## config.mk

```make
export PLATFORM = sky130hd
export DESIGN_NAME = regfile_wb_sched_flat
export DESIGN_NICKNAME = d
export VERILOG_FILES = /design/src/rtl/regfile_wb_sched_if.sv /design/src/rtl/regfile_wb_sched.sv /design/src/flat_wrapper.sv
export SDC_FILE = /design/constraint.sdc
export NUM_CORES = 1
export LEC_CHECK = 0
export CAP_MARGIN = 20
export CORE_ASPECT_RATIO = 1.25
export CORE_UTILIZATION = 42
export CTS_BUF_LIST = sky130_fd_sc_hd__clkbuf_4 sky130_fd_sc_hd__clkbuf_8
export CTS_CLUSTER_DIAMETER = 30
export DETAILED_ROUTE_END_ITERATION = 8
export HOLD_SLACK_MARGIN = 0.1
export MAX_ROUTING_LAYER = met4
export PLACE_DENSITY = 0.79
export SKIP_LAST_GASP = 1
export SLEW_MARGIN = 20
export SYNTH_ARGS = -nofsm -noshare
export SYNTH_HDL_FRONTEND = slang
export SYNTH_SLANG_ARGS = --single-unit
export TNS_END_PERCENT = 1
```

## constraint.sdc

```tcl
create_clock -name clk -period 6.7 [get_ports clk]
set_input_delay 1.675 -clock clk [delete_from_list [all_inputs] [get_ports clk]]
set_output_delay 1.675 -clock clk [all_outputs]
set_load 0.02 [all_outputs]
```

## src/rtl/regfile_wb_sched_if.sv

```systemverilog
// regfile_wb_sched_if: bundles the two writeback sources, the issue port and the
// register-file write port of the writeback scheduler.
// master = execute/decode side driving requests, slave = the scheduler itself.
interface regfile_wb_sched_if #(
    parameter int NREGS = 32
);
    logic             alu_valid;
    logic [4:0]       alu_rd;
    logic [31:0]      alu_data;
    logic             alu_ready;

    logic             lsu_valid;
    logic [4:0]       lsu_rd;
    logic [31:0]      lsu_data;
    logic             lsu_ready;

    logic             iss_valid;
    logic [4:0]       iss_rs1;
    logic [4:0]       iss_rs2;
    logic             iss_ren1;
    logic             iss_ren2;
    logic [4:0]       iss_rd;
    logic             iss_wen;
    logic             iss_stall;

    logic             rf_wenb;
    logic [4:0]       rf_rd;
    logic [31:0]      rf_wdata;
    logic [NREGS-1:0] pending;

    modport master (
        output alu_valid, alu_rd, alu_data,
        output lsu_valid, lsu_rd, lsu_data,
        output iss_valid, iss_rs1, iss_rs2, iss_ren1, iss_ren2, iss_rd, iss_wen,
        input  alu_ready, lsu_ready, iss_stall,
        input  rf_wenb, rf_rd, rf_wdata, pending
    );

    modport slave (
        input  alu_valid, alu_rd, alu_data,
        input  lsu_valid, lsu_rd, lsu_data,
        input  iss_valid, iss_rs1, iss_rs2, iss_ren1, iss_ren2, iss_rd, iss_wen,
        output alu_ready, lsu_ready, iss_stall,
        output rf_wenb, rf_rd, rf_wdata, pending
    );
endinterface

```

## src/rtl/regfile_wb_sched.sv

```systemverilog
// regfile_wb_sched: arbitrates the ALU and LSU writebacks onto the single registered
// register-file write port and keeps a pending-write scoreboard that stalls issue on
// RAW/WAW hazards. x0 is never tracked and never written.
// Build option: define WBSCHED_RR_EN for round-robin arbitration between the two
// sources; when undefined the LSU has fixed priority and no pointer register exists.
module regfile_wb_sched #(
    parameter int NREGS = 32
) (
    input logic               clk,
    input logic               reset,
    regfile_wb_sched_if.slave wb
);

    logic             aluGrant;
    logic             lsuGrant;

    logic             rfWenb_q;
    logic             rfWenb_d;
    logic [4:0]       rfRd_q;
    logic [4:0]       rfRd_d;
    logic [31:0]      rfWdata_q;
    logic [31:0]      rfWdata_d;

    logic [NREGS-1:0] pending_q;
    logic [NREGS-1:0] pending_d;

    logic             rawHazard;
    logic             wawHazard;
    logic             stall;
    logic             issueFire;

`ifdef WBSCHED_RR_EN
    typedef enum logic {
        LAST_ALU = 1'b0,
        LAST_LSU = 1'b1
    } lastGrant_e;

    lastGrant_e lastGrant_q;
    lastGrant_e lastGrant_d;

    // Contested cycles go to the source that lost the previous contest
    always_comb begin
        aluGrant    = 1'b0;
        lsuGrant    = 1'b0;
        lastGrant_d = lastGrant_q;
        if (wb.alu_valid && wb.lsu_valid) begin
            if (lastGrant_q == LAST_ALU) begin
                lsuGrant    = 1'b1;
                lastGrant_d = LAST_LSU;
            end else begin
                aluGrant    = 1'b1;
                lastGrant_d = LAST_ALU;
            end
        end else begin
            aluGrant = wb.alu_valid;
            lsuGrant = wb.lsu_valid;
        end
    end

    // Pointer starts as ALU-last so the LSU wins the first contest; it only moves on contests
    always_ff @(posedge clk or negedge reset) begin
        if (!reset) begin
            lastGrant_q <= LAST_ALU;
        end else begin
            lastGrant_q <= lastGrant_d;
        end
    end
`else
    // Fixed priority: the ALU only gets the port when the LSU has nothing to write
    always_comb begin
        lsuGrant = wb.lsu_valid;
        aluGrant = wb.alu_valid && !wb.lsu_valid;
    end
`endif

    assign wb.alu_ready = aluGrant;
    assign wb.lsu_ready = lsuGrant;

    // Capture the granted writeback; an x0 destination is consumed without a write
    always_comb begin
        rfWenb_d  = 1'b0;
        rfRd_d    = rfRd_q;
        rfWdata_d = rfWdata_q;
        if (lsuGrant) begin
            rfRd_d    = wb.lsu_rd;
            rfWdata_d = wb.lsu_data;
            rfWenb_d  = (wb.lsu_rd != 5'd0);
        end else if (aluGrant) begin
            rfRd_d    = wb.alu_rd;
            rfWdata_d = wb.alu_data;
            rfWenb_d  = (wb.alu_rd != 5'd0);
        end
    end

    // Registered write port; reset drops any write that is in flight
    always_ff @(posedge clk or negedge reset) begin
        if (!reset) begin
            rfWenb_q  <= 1'b0;
            rfRd_q    <= 5'd0;
            rfWdata_q <= 32'd0;
        end else begin
            rfWenb_q  <= rfWenb_d;
            rfRd_q    <= rfRd_d;
            rfWdata_q <= rfWdata_d;
        end
    end

    // Hazards look only at registered pending bits, so a clear becomes visible a cycle later
    always_comb begin
        rawHazard = (wb.iss_ren1 && pending_q[wb.iss_rs1]) ||
                    (wb.iss_ren2 && pending_q[wb.iss_rs2]);
        wawHazard = wb.iss_wen && pending_q[wb.iss_rd];
        stall     = wb.iss_valid && (rawHazard || wawHazard);
        issueFire = wb.iss_valid && !stall;
    end

    assign wb.iss_stall = stall;

    // Committed writes clear their bit; a new producer issued the same cycle re-sets it
    always_comb begin
        pending_d = pending_q;
        if (rfWenb_q) begin
            pending_d[rfRd_q] = 1'b0;
        end
        if (issueFire && wb.iss_wen && (wb.iss_rd != 5'd0)) begin
            pending_d[wb.iss_rd] = 1'b1;
        end
        pending_d[0] = 1'b0;
    end

    // Scoreboard register
    always_ff @(posedge clk or negedge reset) begin
        if (!reset) begin
            pending_q <= '0;
        end else begin
            pending_q <= pending_d;
        end
    end

    assign wb.rf_wenb  = rfWenb_q;
    assign wb.rf_rd    = rfRd_q;
    assign wb.rf_wdata = rfWdata_q;
    assign wb.pending  = pending_q;

endmodule

```

## src/flat_wrapper.sv

```systemverilog
// flat-port wrapper written by rule: the top's interface ports become plain ports
module regfile_wb_sched_flat 
#(
    parameter int NREGS = 32
)
  (clk, reset, wb_alu_valid, wb_alu_rd, wb_alu_data, wb_lsu_valid, wb_lsu_rd, wb_lsu_data, wb_iss_valid, wb_iss_rs1, wb_iss_rs2, wb_iss_ren1, wb_iss_ren2, wb_iss_rd, wb_iss_wen, wb_alu_ready, wb_lsu_ready, wb_iss_stall, wb_rf_wenb, wb_rf_rd, wb_rf_wdata, wb_pending);
  regfile_wb_sched_if #(.NREGS(NREGS)) wb_i ();
  input logic clk;
  input logic reset;
  input wire logic [$bits(wb_i.alu_valid)-1:0] wb_alu_valid;
  input wire logic [$bits(wb_i.alu_rd)-1:0] wb_alu_rd;
  input wire logic [$bits(wb_i.alu_data)-1:0] wb_alu_data;
  input wire logic [$bits(wb_i.lsu_valid)-1:0] wb_lsu_valid;
  input wire logic [$bits(wb_i.lsu_rd)-1:0] wb_lsu_rd;
  input wire logic [$bits(wb_i.lsu_data)-1:0] wb_lsu_data;
  input wire logic [$bits(wb_i.iss_valid)-1:0] wb_iss_valid;
  input wire logic [$bits(wb_i.iss_rs1)-1:0] wb_iss_rs1;
  input wire logic [$bits(wb_i.iss_rs2)-1:0] wb_iss_rs2;
  input wire logic [$bits(wb_i.iss_ren1)-1:0] wb_iss_ren1;
  input wire logic [$bits(wb_i.iss_ren2)-1:0] wb_iss_ren2;
  input wire logic [$bits(wb_i.iss_rd)-1:0] wb_iss_rd;
  input wire logic [$bits(wb_i.iss_wen)-1:0] wb_iss_wen;
  output wire logic [$bits(wb_i.alu_ready)-1:0] wb_alu_ready;
  output wire logic [$bits(wb_i.lsu_ready)-1:0] wb_lsu_ready;
  output wire logic [$bits(wb_i.iss_stall)-1:0] wb_iss_stall;
  output wire logic [$bits(wb_i.rf_wenb)-1:0] wb_rf_wenb;
  output wire logic [$bits(wb_i.rf_rd)-1:0] wb_rf_rd;
  output wire logic [$bits(wb_i.rf_wdata)-1:0] wb_rf_wdata;
  output wire logic [$bits(wb_i.pending)-1:0] wb_pending;
  assign wb_i.alu_valid = wb_alu_valid;
  assign wb_i.alu_rd = wb_alu_rd;
  assign wb_i.alu_data = wb_alu_data;
  assign wb_i.lsu_valid = wb_lsu_valid;
  assign wb_i.lsu_rd = wb_lsu_rd;
  assign wb_i.lsu_data = wb_lsu_data;
  assign wb_i.iss_valid = wb_iss_valid;
  assign wb_i.iss_rs1 = wb_iss_rs1;
  assign wb_i.iss_rs2 = wb_iss_rs2;
  assign wb_i.iss_ren1 = wb_iss_ren1;
  assign wb_i.iss_ren2 = wb_iss_ren2;
  assign wb_i.iss_rd = wb_iss_rd;
  assign wb_i.iss_wen = wb_iss_wen;
  assign wb_alu_ready = wb_i.alu_ready;
  assign wb_lsu_ready = wb_i.lsu_ready;
  assign wb_iss_stall = wb_i.iss_stall;
  assign wb_rf_wenb = wb_i.rf_wenb;
  assign wb_rf_rd = wb_i.rf_rd;
  assign wb_rf_wdata = wb_i.rf_wdata;
  assign wb_pending = wb_i.pending;
  regfile_wb_sched #(.NREGS(NREGS)) u_core (.clk(clk), .reset(reset), .wb(wb_i));
endmodule
```

# After elaboration in Yosys (flattened, before gate mapping)
# Index checks and enable logic that the tools add are counted.
classes:
  bitwise_logic: 3
  mux: 18
  magnitude_cmp: 6
  reduce_logical: 18
ops:
  columns: ["op", "count"]
  rows:
  - ["32-bit 2-to-1 mux", 4]
  - ["32-bit bitwise AND", 1]
  - ["32-bit NOT", 1]
  - ["32-bit bitwise OR", 1]
  - ["5-bit by 6-bit less-than comparator with 1-bit output, second input constant", 4]
  - ["1-bit binary-select mux with 5-bit select", 3]
  - ["5-bit nonzero test", 3]
  - ["1-bit demux with 5-bit select", 2]
  - ["5-bit by 1-bit greater-or-equal comparator with 1-bit output, second input constant", 2]
  - ["1-bit logical AND", 10]
  - ["5-bit 2-to-1 mux", 2]
  - ["1-bit 2-to-1 mux", 7]
  - ["1-bit logical NOT", 2]
  - ["1-bit logical OR", 2]
  - ["2-bit nonzero test", 1]
totals:
  elab_cells: 49
  in_bits: 97
  register_bits: 69

# Logic depth before layout (Yosys ltp)
logic_depth:
  ltp_word: 11
  depth_mapped: 8

# Worst setup path after synthesis
# No wires, ideal clock.
synth_timing:
  path_kind: "input to output"
  startpoint: "input port wb_iss_rs1[1]"
  endpoint: "output port wb_iss_stall"
  slack_ns: 1.395
  stages: 7
  arrival_time_ns: 3.630
  cell_sequence: "buf_2 mux4_2 o2bb2ai_1 a311oi_1 o311a_1 a41oi_4 a21boi_0"
synth_via:
  elab_chain_len: 6
synth_rtl:
  columns: ["element", "line", "rtl"]
  rows:
  - ["from (decl)", "flat_wrapper.sv:17", "input wire logic [$bits(wb_i.iss_rs1)-1:0] wb_iss_rs1;"]
  - ["1-bit binary-select mux with 5-bit select", "regfile_wb_sched.sv:110", "rawHazard = (wb.iss_ren1 && pending_q[wb.iss_rs1]) ||"]
  - ["1-bit 2-to-1 mux (implied by the code)", "regfile_wb_sched.sv:110", null]
  - ["1-bit logical AND", "regfile_wb_sched.sv:110", null]
  - ["1-bit logical OR", "regfile_wb_sched.sv:110", null]
  - ["1-bit logical OR", "regfile_wb_sched.sv:113", "stall = wb.iss_valid && (rawHazard || wawHazard);"]
  - ["1-bit logical AND", "regfile_wb_sched.sv:113", null]
  - ["to (decl)", "flat_wrapper.sv:25", "output wire logic [$bits(wb_i.iss_stall)-1:0] wb_iss_stall;"]
# No other way between the ends. The select of a mux whose other input is x is not followed.

# Worst setup path after layout
layout_timing:
  startpoint: "input port wb_iss_rs2[1]"
  endpoint: "output port wb_iss_stall"
layout_via:
  elab_chain_len: 6
layout_rtl:
  columns: ["element", "line", "rtl"]
  rows:
  - ["from (decl)", "flat_wrapper.sv:18", "input wire logic [$bits(wb_i.iss_rs2)-1:0] wb_iss_rs2;"]
  - ["1-bit binary-select mux with 5-bit select", "regfile_wb_sched.sv:111", "(wb.iss_ren2 && pending_q[wb.iss_rs2]);"]
  - ["1-bit 2-to-1 mux (implied by the code)", "regfile_wb_sched.sv:111", null]
  - ["1-bit logical AND", "regfile_wb_sched.sv:111", null]
  - ["1-bit logical OR", "regfile_wb_sched.sv:110", null]
  - ["1-bit logical OR", "regfile_wb_sched.sv:113", null]
  - ["1-bit logical AND", "regfile_wb_sched.sv:113", null]
# No other way between the ends. The select of a mux whose other input is x is not followed.

==> results.cfg <==
[die]
die_h_um = 111
die_area_um2 = 9870
fp.coreArea_um2 = 9170
die_x_um = 89.1
io_pins = 170
rows = 39
initial_utilization_pct = 43.4

[finish]
area_growth_pct = 48.7
post_layout_nonfiller_instances = 668
final_cell_area_um2 = 5920
num-fill-cells = 738
layout-drive-gt1-share_pct = 8.44
antenna_cells = 0
fin_nets = 638

[clocking]
cts_buffers = 9
clk_pin_slew_ns = 0.07
cts-htree-levels = 3
cts.sink_count = 69
cts_hold_buf = 0
cts_resized = 0
cts_tree = built
clockBufferDepth = 2
root_buffer = clkbuf_8
postCtsSetupRepairBufs = 0
clock_latency_ns = 0.35

[yosys]
ys_types = 44
ys_seq_area_share_pct = 43.4
avgSynthCellArea_um2 = 10.4
yosysMostFrequentCell = o21ai_0
syn_area_um2 = 3980
synthFlopType = dfrtp_1
synthArstFlopShare_pct = 100
syn_inst = 381
synth_area_leaders = dfrtp_1, mux2i_1, o21ai_0
synth_top_area_cell = dfrtp_1
synth_edf_count = 0
yosysWarnings = 0
synth.top_cell.area_share_pct = 43.4
synth-seq-cells = 69
synth_common_cells = o21ai_0, dfrtp_1, mux2i_1
syn_nets = 478

[critical_path]
path_max_fanout = 9
critPathKind = in2out
required_ns = 5.03
critPathLaunchType = primary input
reg2reg_from = u_core.wb.pending[11]$_DFF_PN0_
end_kind = primary output
cp_data_arrival_time_ns = 4.57
rrSetupSlack_ns = 4.12
worst_r2r_path_depth = 7
rr_endpoint = u_core.wb.pending[19]$_DFF_PN0_

[grt]
grt_busiest_layer = met2
grt_pass1_wl_mm = 18.9
grt_overflow = 0
grt_pass1_vias = 3899
antenna_found_initial = 0
use_met1_pct = 31.1
track_usage_pct = 25.9
use_met2_pct = 40.0
grt_start_max_net_pins = 79
grt_use_met3_pct = 7.45

[power]
leakagePower_nw = 2.42
power_density_nw_per_um2 = 275
total_power_w = 0.00163
ir_drop_uv = 122

[sta]
setup_tns_ns = 0
slew_headroom_pct = 41.9
skew_ns = 0.00702
period_minus_slack_ns = 6.25
finalCritPeriodShare_pct = 93.2
fmax_mhz = 160
fin_ws_ns = 0.454
rsz0062_at_grt = no
tightest_slew_ns = 0.871
hold_viol_final = 0
setup_viol = 0
maxSlewViolCount = 0

[job]
max-cap-violations = 0

[detailed_routing]
detail_route.wl_per_cell_um = 18.2
drc = 0
ant_nets = 0
first_pass_iters = 5
via_per_inst = 5.72
drtIter0Drc = 354
vias = 3819
finalWirelength_mm = 12.2

[place]
placed_cell_area_um2 = 5730
dp_slack_ns = 0.428
dp_cells = 653
hpwl_mm = 9.13
routabilityCongestion = 0.972
io_buffer_count = 168

[hold_path]
min_path_type = reg2reg
hold_depth = 2
hold_path_end = u_core.wb.rf_wdata[13]$_DFFE_PN0P_
hold_start = u_core.wb.rf_wdata[13]$_DFFE_PN0P_

[status]
outcome = completed
power breakdown:
| part | leakage, nW | switching (W) | internal, W | total, W |
|---|---|---|---|---|
| Clock | 0.0994 | 0.000152 | 0.000171 | 0.000322 |
| Combinational | 1.50 | 0.000309 | 0.000355 | 0.000664 |
| Sequential | 0.829 | 0.000132 | 0.000510 | 0.000642 |
worst max path at each step:
| stage | cells after the start | endpoint | startpoint |
|---|---|---|---|
| floorplan | 7 | wb_iss_stall | wb_iss_rs1[1] |
| global placement | 7 | wb_iss_stall | wb_iss_rs2[1] |
| detailed placement | 7 | wb_iss_stall | wb_iss_rs2[1] |
| CTS | 7 | wb_iss_stall | wb_iss_rs2[1] |
| global route | 7 | wb_iss_stall | wb_iss_rs2[1] |
| finish | 7 | wb_iss_stall | wb_iss_rs2[1] |
layout make-up:
class / count / area (µm²) / share of cell area, %
clock buffers: 14 / 180 / 3.04
flip-flops and latches: 69 / 1730 / 29.2
repair buffers: 173 / 1710 / 28.8
multi-input cells: 286 / 2140 / 36.1
well taps: 123 / 154 / 2.60
inverters: 2 / 7.51 / 0.127
clock inverters: 1 / 5.00 / 0.0846
sequential cells by signal, indices dropped and copies added (netlist names):
signal / count
u_core.wb.pending: 31
u_core.wb.rf_wenb: 1
u_core.wb.rf_wdata: 32
u_core.wb.rf_rd: 5
layout by cell type (no fill, tap or decap), drive strengths merged, types with 2 or more instances in the layout:
master,netlist,final
clkdlybuf4s50,0,165
o21ai,105,105
dfrtp,69,69
mux2i,56,56
nand2,44,44
clkbuf,14,14
mux4,14,14
nand3b,9,9
nor2,8,8
buf,10,8
nor2b,6,6
nand3,5,5
nand4,5,5
o221ai,4,4
or3b,4,4
o22ai,3,3
or3,2,2
inv,2,2
or4,2,2
and2,2,2
nand2b,2,2
cell families after synthesis:
kind of cell           count (synthesis)  share of synthesized area, %
AOI/OAI and AO/OA                    120                          16.9
buffers and inverters                 26                          2.86
other                                  1                        0.0942
muxes                                 71                          22.9
and+or+nand+nor                       94                          13.9
DFF                                   69                          43.4
stage by stage:
| step | util [%] | hold slack (ns) |
|---|---|---|
| CTS | 64.5 | 0.579 |
| finish | 64.5 | 0.568 |
| global route | 64.5 | 0.603 |
| global placement | 62.5 | 0.548 |
| detailed placement | 62.5 | 0.561 |
| floorplan | - | 0.652 |
critical path, cell delays in order:
cell and delay (ns):
clkdlybuf4s50_1 0.75, mux4_1 0.62, mux4_2 0.48, nand2b_4 0.16, a41oi_4 0.22, a21boi_0 0.11
clkdlybuf4s50_1 0.55
layer usage:
layer | routed length [µm] | vias up
met5 | 0 | -
met4 | 340 | 0
met3 | 1320 | 35
met2 | 5800 | 253
met1 | 4710 | 1790
li1 | - | 1741
Note: power is estimated with default switching activity, not from simulation.
